### src/rtl/npc_lsu_pkg.sv
// npc_lsu shared types: access sizes, FSM states,
// and width-generic mask/extend helpers.
package npc_lsu_pkg;

  typedef enum logic [1:0] {
    SZ_B = 2'd0,
    SZ_H = 2'd1,
    SZ_W = 2'd2,
    SZ_D = 2'd3
  } size_e;

  typedef enum logic [1:0] {
    S_IDLE = 2'd0,
    S_REQ  = 2'd1,
    S_WAIT = 2'd2,
    S_RESP = 2'd3
  } state_e;

  localparam int MAX_XLEN = 64;

  function automatic logic [7:0] size_mask(
    input logic [1:0] size
  );
    logic [7:0] m;
    m = 8'h01;
    unique case (size)
      SZ_B: m = 8'h01;
      SZ_H: m = 8'h03;
      SZ_W: m = 8'h0F;
      SZ_D: m = 8'hFF;
    endcase
    return m;
  endfunction

  // Extends at the widest width; callers
  // truncate to their own XLEN.
  function automatic logic [MAX_XLEN-1:0] extend(
    input logic [MAX_XLEN-1:0] v,
    input logic [1:0]          size,
    input logic                uns
  );
    logic [MAX_XLEN-1:0] r;
    r = v;
    unique case (size)
      SZ_B: r = uns ? {56'd0, v[7:0]}
                    : {{56{v[7]}}, v[7:0]};
      SZ_H: r = uns ? {48'd0, v[15:0]}
                    : {{48{v[15]}}, v[15:0]};
      SZ_W: r = uns ? {32'd0, v[31:0]}
                    : {{32{v[31]}}, v[31:0]};
      SZ_D: r = v;
    endcase
    return r;
  endfunction

endpackage

### src/rtl/npc_lsu_if.sv
// Execute-side and memory-side handshake bundles
// for the npc load/store unit.
interface npc_lsu_if #(
  parameter int XLEN   = 64,
  parameter int ADDR_W = 64
);
  logic              req_valid;
  logic              req_ready;
  logic              req_we;
  logic [1:0]        req_size;
  logic              req_unsigned;
  logic [ADDR_W-1:0] req_addr;
  logic [XLEN-1:0]   req_wdata;
  logic              resp_valid;
  logic              resp_ready;
  logic [XLEN-1:0]   resp_rdata;
  logic              resp_err;

  modport master (
    output req_valid, req_we, req_size,
    output req_unsigned, req_addr, req_wdata,
    output resp_ready,
    input  req_ready, resp_valid,
    input  resp_rdata, resp_err
  );

  modport slave (
    input  req_valid, req_we, req_size,
    input  req_unsigned, req_addr, req_wdata,
    input  resp_ready,
    output req_ready, resp_valid,
    output resp_rdata, resp_err
  );
endinterface

interface npc_lsu_mem_if #(
  parameter int XLEN   = 64,
  parameter int ADDR_W = 64
);
  logic              mem_req_valid;
  logic              mem_req_ready;
  logic              mem_we;
  logic [ADDR_W-1:0] mem_addr;
  logic [XLEN-1:0]   mem_wdata;
  logic [XLEN/8-1:0] mem_wmask;
  logic              mem_resp_valid;
  logic [XLEN-1:0]   mem_rdata;

  modport master (
    output mem_req_valid, mem_we, mem_addr,
    output mem_wdata, mem_wmask,
    input  mem_req_ready, mem_resp_valid,
    input  mem_rdata
  );

  modport slave (
    input  mem_req_valid, mem_we, mem_addr,
    input  mem_wdata, mem_wmask,
    output mem_req_ready, mem_resp_valid,
    output mem_rdata
  );
endinterface

### src/rtl/npc_lsu_align.sv
// Byte-lane steering: store shift/mask, load
// extract/extend and misalignment detect.
module npc_lsu_align
  import npc_lsu_pkg::*;
#(
  parameter int XLEN = 64
) (
  input  logic [2:0]        addr_lo,
  input  logic [1:0]        size,
  input  logic              uns,
  input  logic [XLEN-1:0]   wdata,
  input  logic [XLEN-1:0]   rdata,
  output logic [XLEN-1:0]   wdata_sh,
  output logic [XLEN/8-1:0] wmask,
  output logic [XLEN-1:0]   rdata_ext,
  output logic              misalign
);

  localparam int OFF_W = $clog2(XLEN/8);
  localparam int MW    = XLEN/8;

  logic [OFF_W-1:0]    off;
  logic [OFF_W+2:0]    sh;
  logic [XLEN-1:0]     rsh;
  logic [MAX_XLEN-1:0] rwide;
  logic [MAX_XLEN-1:0] ext;

  assign off      = addr_lo[OFF_W-1:0];
  assign sh       = {off, 3'b000};
  assign wdata_sh = wdata << sh;
  assign wmask    = MW'(size_mask(size)) << off;

  assign rsh       = rdata >> sh;
  assign rwide     = MAX_XLEN'(rsh);
  assign ext       = extend(rwide, size, uns);
  assign rdata_ext = ext[XLEN-1:0];

  // Doubleword has no lane on a 32-bit port.
  always_comb begin
    misalign = 1'b0;
    unique case (size)
      SZ_B: misalign = 1'b0;
      SZ_H: misalign = addr_lo[0];
      SZ_W: misalign = |addr_lo[1:0];
      SZ_D: misalign = (XLEN < 64) || (|addr_lo);
    endcase
  end

endmodule

### src/rtl/npc_lsu.sv
// NPC load/store unit: request FSM, registered
// access fields and word-wide memory handshake.
module npc_lsu
  import npc_lsu_pkg::*;
#(
  parameter int XLEN   = 64,
  parameter int ADDR_W = 64,
  parameter int OFF_W  = $clog2(XLEN/8)
) (
  input logic            clk,
  input logic            rst,
  npc_lsu_if.slave       core,
  npc_lsu_mem_if.master  mem
);

  localparam logic [ADDR_W-1:0] OFF_MASK =
    ADDR_W'((1 << OFF_W) - 1);

  state_e            state_q, state_d;
  logic              we_q, we_d;
  logic [1:0]        size_q, size_d;
  logic              uns_q, uns_d;
  logic [ADDR_W-1:0] addr_q, addr_d;
  logic [XLEN-1:0]   wdata_q, wdata_d;
  logic [XLEN-1:0]   rdata_q, rdata_d;
  logic              err_q, err_d;

  logic              idle;
  logic              in_req;
  logic              req_st;
  logic [2:0]        a_addr_lo;
  logic [1:0]        a_size;
  logic [XLEN-1:0]   wdata_sh;
  logic [XLEN/8-1:0] wmask;
  logic [XLEN-1:0]   rdata_ext;
  logic              misalign;

  assign idle   = (state_q == S_IDLE);
  assign in_req = (state_q == S_REQ);
  assign req_st = in_req & we_q;

  // Alignment is judged on the live request while
  // idle, and on the captured fields afterwards.
  assign a_addr_lo = idle ? core.req_addr[2:0]
                          : addr_q[2:0];
  assign a_size    = idle ? core.req_size : size_q;

  npc_lsu_align #(
    .XLEN (XLEN)
  ) u_align (
    .addr_lo   (a_addr_lo),
    .size      (a_size),
    .uns       (uns_q),
    .wdata     (wdata_q),
    .rdata     (mem.mem_rdata),
    .wdata_sh  (wdata_sh),
    .wmask     (wmask),
    .rdata_ext (rdata_ext),
    .misalign  (misalign)
  );

  always_comb begin
    state_d = state_q;
    we_d    = we_q;
    size_d  = size_q;
    uns_d   = uns_q;
    addr_d  = addr_q;
    wdata_d = wdata_q;
    rdata_d = rdata_q;
    err_d   = err_q;
    case (state_q)
      S_IDLE: begin
        if (core.req_valid) begin
          we_d    = core.req_we;
          size_d  = core.req_size;
          uns_d   = core.req_unsigned;
          addr_d  = core.req_addr;
          wdata_d = core.req_wdata;
          rdata_d = '0;
          err_d   = misalign;
          state_d = misalign ? S_RESP : S_REQ;
        end
      end
      S_REQ: begin
        if (mem.mem_req_ready) state_d = S_WAIT;
      end
      S_WAIT: begin
        if (mem.mem_resp_valid) begin
          rdata_d = we_q ? '0 : rdata_ext;
          state_d = S_RESP;
        end
      end
      S_RESP: begin
        if (core.resp_ready) state_d = S_IDLE;
      end
      default: state_d = S_IDLE;
    endcase
  end

  always_ff @(posedge clk) begin
    if (rst) begin
      state_q <= S_IDLE;
      we_q    <= 1'b0;
      size_q  <= 2'd0;
      uns_q   <= 1'b0;
      addr_q  <= '0;
      wdata_q <= '0;
      rdata_q <= '0;
      err_q   <= 1'b0;
    end else begin
      state_q <= state_d;
      we_q    <= we_d;
      size_q  <= size_d;
      uns_q   <= uns_d;
      addr_q  <= addr_d;
      wdata_q <= wdata_d;
      rdata_q <= rdata_d;
      err_q   <= err_d;
    end
  end

  assign core.req_ready  = idle;
  assign core.resp_valid = (state_q == S_RESP);
  assign core.resp_rdata = rdata_q;
  assign core.resp_err   = err_q;

  assign mem.mem_req_valid = in_req;
  assign mem.mem_we        = req_st;
  assign mem.mem_addr      = in_req ? (addr_q & ~OFF_MASK)
                                    : '0;
  assign mem.mem_wdata     = req_st ? wdata_sh : '0;
  assign mem.mem_wmask     = req_st ? wmask : '0;

endmodule

### src/flat_wrapper.sv
// flat-port wrapper written by rule: the top's interface ports become plain ports
module npc_lsu_flat import npc_lsu_pkg::*;
#(
  parameter int XLEN   = 64,
  parameter int ADDR_W = 64,
  parameter int OFF_W  = $clog2(XLEN/8)
)
  (clk, rst, core_req_valid, core_req_we, core_req_size, core_req_unsigned, core_req_addr, core_req_wdata, core_resp_ready, core_req_ready, core_resp_valid, core_resp_rdata, core_resp_err, mem_mem_req_valid, mem_mem_we, mem_mem_addr, mem_mem_wdata, mem_mem_wmask, mem_mem_req_ready, mem_mem_resp_valid, mem_mem_rdata);
  npc_lsu_if #(.XLEN(XLEN), .ADDR_W(ADDR_W)) core_i ();
  npc_lsu_mem_if #(.XLEN(XLEN), .ADDR_W(ADDR_W)) mem_i ();
  input logic clk;
  input logic rst;
  input wire logic [$bits(core_i.req_valid)-1:0] core_req_valid;
  input wire logic [$bits(core_i.req_we)-1:0] core_req_we;
  input wire logic [$bits(core_i.req_size)-1:0] core_req_size;
  input wire logic [$bits(core_i.req_unsigned)-1:0] core_req_unsigned;
  input wire logic [$bits(core_i.req_addr)-1:0] core_req_addr;
  input wire logic [$bits(core_i.req_wdata)-1:0] core_req_wdata;
  input wire logic [$bits(core_i.resp_ready)-1:0] core_resp_ready;
  output wire logic [$bits(core_i.req_ready)-1:0] core_req_ready;
  output wire logic [$bits(core_i.resp_valid)-1:0] core_resp_valid;
  output wire logic [$bits(core_i.resp_rdata)-1:0] core_resp_rdata;
  output wire logic [$bits(core_i.resp_err)-1:0] core_resp_err;
  output wire logic [$bits(mem_i.mem_req_valid)-1:0] mem_mem_req_valid;
  output wire logic [$bits(mem_i.mem_we)-1:0] mem_mem_we;
  output wire logic [$bits(mem_i.mem_addr)-1:0] mem_mem_addr;
  output wire logic [$bits(mem_i.mem_wdata)-1:0] mem_mem_wdata;
  output wire logic [$bits(mem_i.mem_wmask)-1:0] mem_mem_wmask;
  input wire logic [$bits(mem_i.mem_req_ready)-1:0] mem_mem_req_ready;
  input wire logic [$bits(mem_i.mem_resp_valid)-1:0] mem_mem_resp_valid;
  input wire logic [$bits(mem_i.mem_rdata)-1:0] mem_mem_rdata;
  assign core_i.req_valid = core_req_valid;
  assign core_i.req_we = core_req_we;
  assign core_i.req_size = core_req_size;
  assign core_i.req_unsigned = core_req_unsigned;
  assign core_i.req_addr = core_req_addr;
  assign core_i.req_wdata = core_req_wdata;
  assign core_i.resp_ready = core_resp_ready;
  assign core_req_ready = core_i.req_ready;
  assign core_resp_valid = core_i.resp_valid;
  assign core_resp_rdata = core_i.resp_rdata;
  assign core_resp_err = core_i.resp_err;
  assign mem_mem_req_valid = mem_i.mem_req_valid;
  assign mem_mem_we = mem_i.mem_we;
  assign mem_mem_addr = mem_i.mem_addr;
  assign mem_mem_wdata = mem_i.mem_wdata;
  assign mem_mem_wmask = mem_i.mem_wmask;
  assign mem_i.mem_req_ready = mem_mem_req_ready;
  assign mem_i.mem_resp_valid = mem_mem_resp_valid;
  assign mem_i.mem_rdata = mem_mem_rdata;
  npc_lsu #(.XLEN(XLEN), .ADDR_W(ADDR_W), .OFF_W(OFF_W)) u_core (.clk(clk), .rst(rst), .core(core_i), .mem(mem_i));
endmodule
### config.mk
export PLATFORM = sky130hd
export DESIGN_NAME = npc_lsu_flat
export DESIGN_NICKNAME = d
export VERILOG_FILES = /design/src/rtl/npc_lsu_pkg.sv /design/src/rtl/npc_lsu_if.sv /design/src/rtl/npc_lsu_align.sv /design/src/rtl/npc_lsu.sv /design/src/flat_wrapper.sv
export SDC_FILE = /design/constraint.sdc
export NUM_CORES = 1
export LEC_CHECK = 0
export CORE_AREA = 2 2 160 162
export DETAILED_ROUTE_END_ITERATION = 7
export DIE_AREA = 0 0 162 164
export PLACE_DENSITY = 0.81
export SLEW_MARGIN = 20
export SYNTH_ARGS = -nofsm -noshare
export SYNTH_HDL_FRONTEND = slang
export SYNTH_SLANG_ARGS = --single-unit
export TNS_END_PERCENT = 50
### constraint.sdc
create_clock -name clk -period 5.2 [get_ports clk]
set_clock_uncertainty 0.2 [all_clocks]
set_input_delay 0.78 -clock clk [delete_from_list [all_inputs] [get_ports clk]]
set_output_delay 0.78 -clock clk [all_outputs]
set_load 0.1 [all_outputs]
# Yosys cells after proc, flatten, opt, wreduce, memory -nomap -nowiden

Cells that the tools add are included.

Shift operators: 3
Div/mod/pow operators: 0
Add/sub/neg operators: 0
Magnitude comparators: 0
Mux-type cells: 21
Reductions and logical operators: 8
Bitwise logic cells: 1
Eq/ne operators: 10
$mul: 0

Operators with widths:

| cell               | count |
|---|---|
| $mux 64            | 8 |
| $pmux 64 s4        | 1 |
| $pmux 64 s2        | 1 |
| $shl 64x6->64      | 1 |
| $shr 64x6->64      | 1 |
| $pmux 8 s4         | 1 |
| $mux 2             | 6 |
| $eq 2x2->1 const B | 4 |
| $mux 8             | 1 |
| $ne 2x2->1 const B | 4 |
| $pmux 2 s4         | 1 |
| $shl 8x3->8        | 1 |
| $eq 2x1->1 const B | 2 |
| $logic_not 2->1    | 2 |
| $pmux 1 s4         | 1 |
| $reduce_and 4->1   | 1 |
| $mux 3             | 1 |
| $reduce_and 3->1   | 1 |
| $reduce_or 3->1    | 1 |
| $reduce_and 2->1   | 1 |
| $reduce_bool 2->1  | 1 |
| $reduce_or 2->1    | 1 |
| $and 1x1->1        | 1 |

Latch bits: 0
Output and inout bits: 205
Memories kept: 0
Bits in read-only memories: 0
Memory bits (writable): 0
Word-level logic and storage cells: 51
Register bits after elaboration: 199
Input bits: 202

# Longest topological paths before layout

Depth after elaboration: 8
Depth in mapped cells: 13
Depth with buffers taken out: 8

# Hierarchy

From an unflattened synthesis, not the netlist that was laid out.

Cell total of the unflattened synthesis: 1599
Area, all modules: 12281.8 µm²

By module, submodules not included:

| module        | area each (µm²) | times used | cells each | sequential area each (µm²) |
|---|---|---|---|---|
| npc_lsu       | 8456.9          | 1          | 1063       | 3983.8 |
| npc_lsu_align | 3824.9          | 1          | 536        | 0.0 |

# Worst setup path before layout

OpenSTA, ideal clock, no wires.

Kind: register to output
Start: register u_core.state_q[0]
End: output mem_mem_wdata[49]
Buffers on the path: 4
Arrival: 5.005 ns
Stages on the path, launching flop included: 12
Path slack: -0.785 ns
Required time: 4.220 ns
Path through: dfxtp_1 inv_1 ha_1 buf_6 mux2i_4 buf_2 buf_2 buf_2 nand2_1 nand3_1 a21oi_1 a211oi_1

Word-level cells in the longest chain between the ends: 4
Elaborated cells between the ends (all ways): 6

Ends and longest elaborated chain:

| element                  | RTL line            | RTL |
|---|---|---|
| start: declaration       | npc_lsu.sv:19       | `state_e state_q, state_d;` |
| start signal: assignment | npc_lsu.sv:111      | `state_q <= state_d;` |
| $logic_not 2->1          | npc_lsu.sv:38       | `assign idle = (state_q == S_IDLE);` |
| named net core_req_ready | flat_wrapper.sv:20  | `output wire logic [$bits(core_i.req_ready)-1:0] core_req_ready;` |
| $mux 3                   | npc_lsu.sv:44       | `assign a_addr_lo = idle ? core.req_addr[2:0]` |
| $shl 64x6->64            | npc_lsu_align.sv:30 | `assign wdata_sh = wdata << sh;` |
| $mux 64                  | npc_lsu.sv:131      | `assign mem.mem_wdata = req_st ? wdata_sh : '0;` |
| end: declaration         | flat_wrapper.sv:27  | `output wire logic [$bits(mem_i.mem_wdata)-1:0] mem_mem_wdata;` |

The timed path passes the listed nets, and every way through them passes these cells.

# Worst setup path in the final report

Start: register u_core.state_q[0]
End: output mem_mem_wdata[58]

Word-level cells in the longest chain between the ends: 4
Elaborated cells between the ends (all ways): 6

Ends and longest elaborated chain:

| element         | RTL line |
|---|---|
| $logic_not 2->1 | npc_lsu.sv:38 |
| $mux 3          | npc_lsu.sv:44 |
| $shl 64x6->64   | npc_lsu_align.sv:30 |
| $mux 64 *       | npc_lsu.sv:131 |

Mark *: on every way between the ends. The rest lies on a longest branch, timed or not.

==> impl_results.md <==
* Status: finished clean
* VDD IR-drop max at around 0.28 mV
* DRT iter0 DRCs at ~1600
* Largest net degree at the start of global routing at roughly 100
* CP arrival at 3930 ps
* Sequential power share at 0.244
* Top cells by area, synth: dfxtp_1, nand2_1, a21oi_1
* Post-Route WL at about 45 mm
* # clock sinks at 199
* Clock root cell: clkbuf_16
* Synth Register Bits at between 150 and 200
* Area Overhead vs Synth at 48.7%
* Post-Synthesis Cell Area at 11300 sq um
* Critical Path End: mem_mem_wdata[58]
* Setup TNS at 0 ps
* Sequential area share after synthesis at 0.351
* CP Launch Type: flip-flop
* # resized after CTS at 0
* Post-synth top cells: nand2_1, a21oi_1, dfxtp_1, nor2_1, clkbuf_1
* Switching Power at between 4 and 5 mW
* Cell variety after synth at 48
* RR Endpoint: u_core.core.resp_rdata[50]
* Die width at between 150 and 200 um
* P_leak at approximately 6.4 nW
* Vias at 13100
* Yosys top cell area share at 0.351
* Pins Over Slew Limit at 0
* Hold buffers post-CTS at 0
* Comb pwr share at 0.572
* Multi-input gate area at between 6000 and 7000 sq um
* Top cell type by total area after synthesis: dfxtp_1
* Final #Nets at 2081
* YS warnings at 0
* Row cnt at 58
* Post-synth EDFFs at 0
* Initial antenna violation count at 13
* Tcrit/Tclk final at 0.943
* Critical path fanouts, max at between 80 and 90
* Core Area at around 25000 sq um
* Crit Path Class: flip-flop to output pin
* Fill count at approximately 2000
* Worst setup EP type: output pin
* Required time of the critical path at between 4000 and 5000 ps
* First-pass DRT Iterations at 7
* Tightest Hold Check Type: flip-flop to flip-flop
* CTS tree: built
* Most common cell in the netlist: nand2_1
* FF+latch area at roughly 4000 sq um
* Clock latency on the worst-skew pair at 440 ps
* Remaining antenna violation count at 0
* Global-route wire length before repair at 68.8 mm
* DIE HEIGHT at about 160 um
* Clock power share at 0.184
* Overflow after GRT at 0
* GRT Overall Usage at 0.330
* Synth Instances at ~1600
* Top_reg_cell synth: dfxtp_1
* Max clock buf depth at 2
* Worst reg2reg setup slack at 780 ps
* Layout cells sized above 1 at 0.105
* H-tree Lvls at 4
* Relative slew slack at 0.258
* Die ar. at 26600 sq um
* Count of final setup violators at 0
* Minimum clock period at roughly 5000 ps
* I/O pin total at 407
* Switch share at 0.516
* Fin area at 16900 sq um
* Port bufs at between 400 and 500
* Syn Area/Cell at between 7 and 8 sq um
* Reg2reg path depth at 10
* Fmax at between 200 and 250 MHz
* Setup bufs post-CTS at 0
* Placed cell area at about 16000 sq um
* DP Wirelength at between 30 and 40 mm
* CTS clock-pin slew for the worst setup and hold paths at ~80 ps
* Routed len/inst at ~20 um
* WHS at between 200 and 300 ps
* Unrepaired setup endpoints after global routing: no
* CP startpoint: u_core.state_q[0]
* Residual DRC at 0
* CTS buffer count at 17
* Worst Tran Pin Value at about 1100 ps
* Power Density at 474 nW/um^2
* Pwr Total at 8.00 mW
* Routability cong. at 1.05
* Async set-reset flop share out of synthesis at 0
* Max cap viols at 0
* Worst r2r src: u_core.state_q[0]
* Starting density of the core at 0.457
* Via density at between 5 and 6
* Int Pwr at ~3.9 mW
* Vias in the first global route at between 10000 and 15000
* Final Hold Viols at 0
stage by stage:
stage	instances	setup slack, ps	util
after floorplan	1561	-136	-
after global placement	2186	986	0.652
after detailed placement	2186	929	0.652
after CTS	2218	426	0.678
after global routing	2226	149	0.679
final	2228	294	0.679
layout by cell type (no fill, tap or decap), types with 8 or more instances in the layout:
cell	n
o21ai_1	9
nand2_1	468
nor2_1	106
nand3_1	40
a211oi_2	8
a22o_1	8
a221oi_1	12
clkbuf_16	17
a31oi_1	10
dfxtp_1	199
a21oi_1	210
mux2_2	15
a211o_1	12
a22oi_1	36
and2_1	71
a32oi_1	18
and3_1	20
clkdlybuf4s50_1	326
diode_2	10
buf_4	38
mux4_2	20
mux2i_1	58
buf_12	70
o21ai_0	34
cell type report:
class                      count  share of cell area
multi-input combinational   1216               0.404
timing repair buffer         434               0.294
sequential                   199               0.236
clock buffer                  17              0.0252
tap                          330              0.0245
clock inverter                15              0.0130
inverter                       7             0.00156
antenna                       10             0.00148
metal layers:
metal  part of all wire  track usage
met5            0.00060            0
met4              0.061        0.202
met3               0.10       0.0828
met2               0.47        0.553
met1               0.36        0.381
sequential cells by signal, indices dropped and copies added, names as in the netlist:
name / flops
u_core.we_q: 1
u_core.uns_q: 1
u_core.addr_q: 64
u_core.core.resp_rdata: 64
u_core.state_q: 2
u_core.core.resp_err: 1
u_core.size_q: 2
u_core.wdata_q: 64
critical path, stage by stage, from the launching register on:
cell and delay, ps:
dfxtp_1 350, inv_1 110, ha_1 900, mux2i_4 380, buf_12 450, nand2_1 90, and3_1 190, a311o_1 360
a21oi_1 370, buf_12 230
cells by family (layout without fill, tap and decap cells):
family                     Yosys count  in the layout  share of synthesized area
AOI/OAI and AO/OA                  384            384                      0.206
buffers and inverters              146            473                     0.0552
adders and majority gates            4              4                    0.00441
DFF                                199            199                      0.351
and+or+nand+nor                    727            727                      0.269
muxes                               98             98                      0.113
other                                1             13                   0.000331
worst min-delay path by stage:
| stage | slack [ps] | to | from | cells after the start |
|---|---|---|---|---|
| after floorplan | 230 | u_core.addr_q[10] | u_core.addr_q[10] | 2 |
| after global placement | 240 | u_core.core.resp_rdata[30] | u_core.core.resp_rdata[30] | 2 |
| after detailed placement | 240 | u_core.core.resp_rdata[45] | u_core.core.resp_rdata[45] | 2 |
| after CTS | 250 | u_core.addr_q[9] | u_core.addr_q[9] | 2 |
| after global routing | 270 | u_core.addr_q[9] | u_core.addr_q[9] | 2 |
| final | 250 | u_core.addr_q[25] | u_core.addr_q[25] | 2 |
power groups by stage:
stage                     logic [mW]  registers [mW]  clock network (mW)
after floorplan                 2.89            2.37                   0
after global routing            4.84            1.98                1.55
final                           4.57            1.95                1.47
after CTS                       4.49            1.95                1.48
after detailed placement        4.47            1.98                   0
after global placement          4.41            1.97                   0
(Power assumes the default switching activity.)
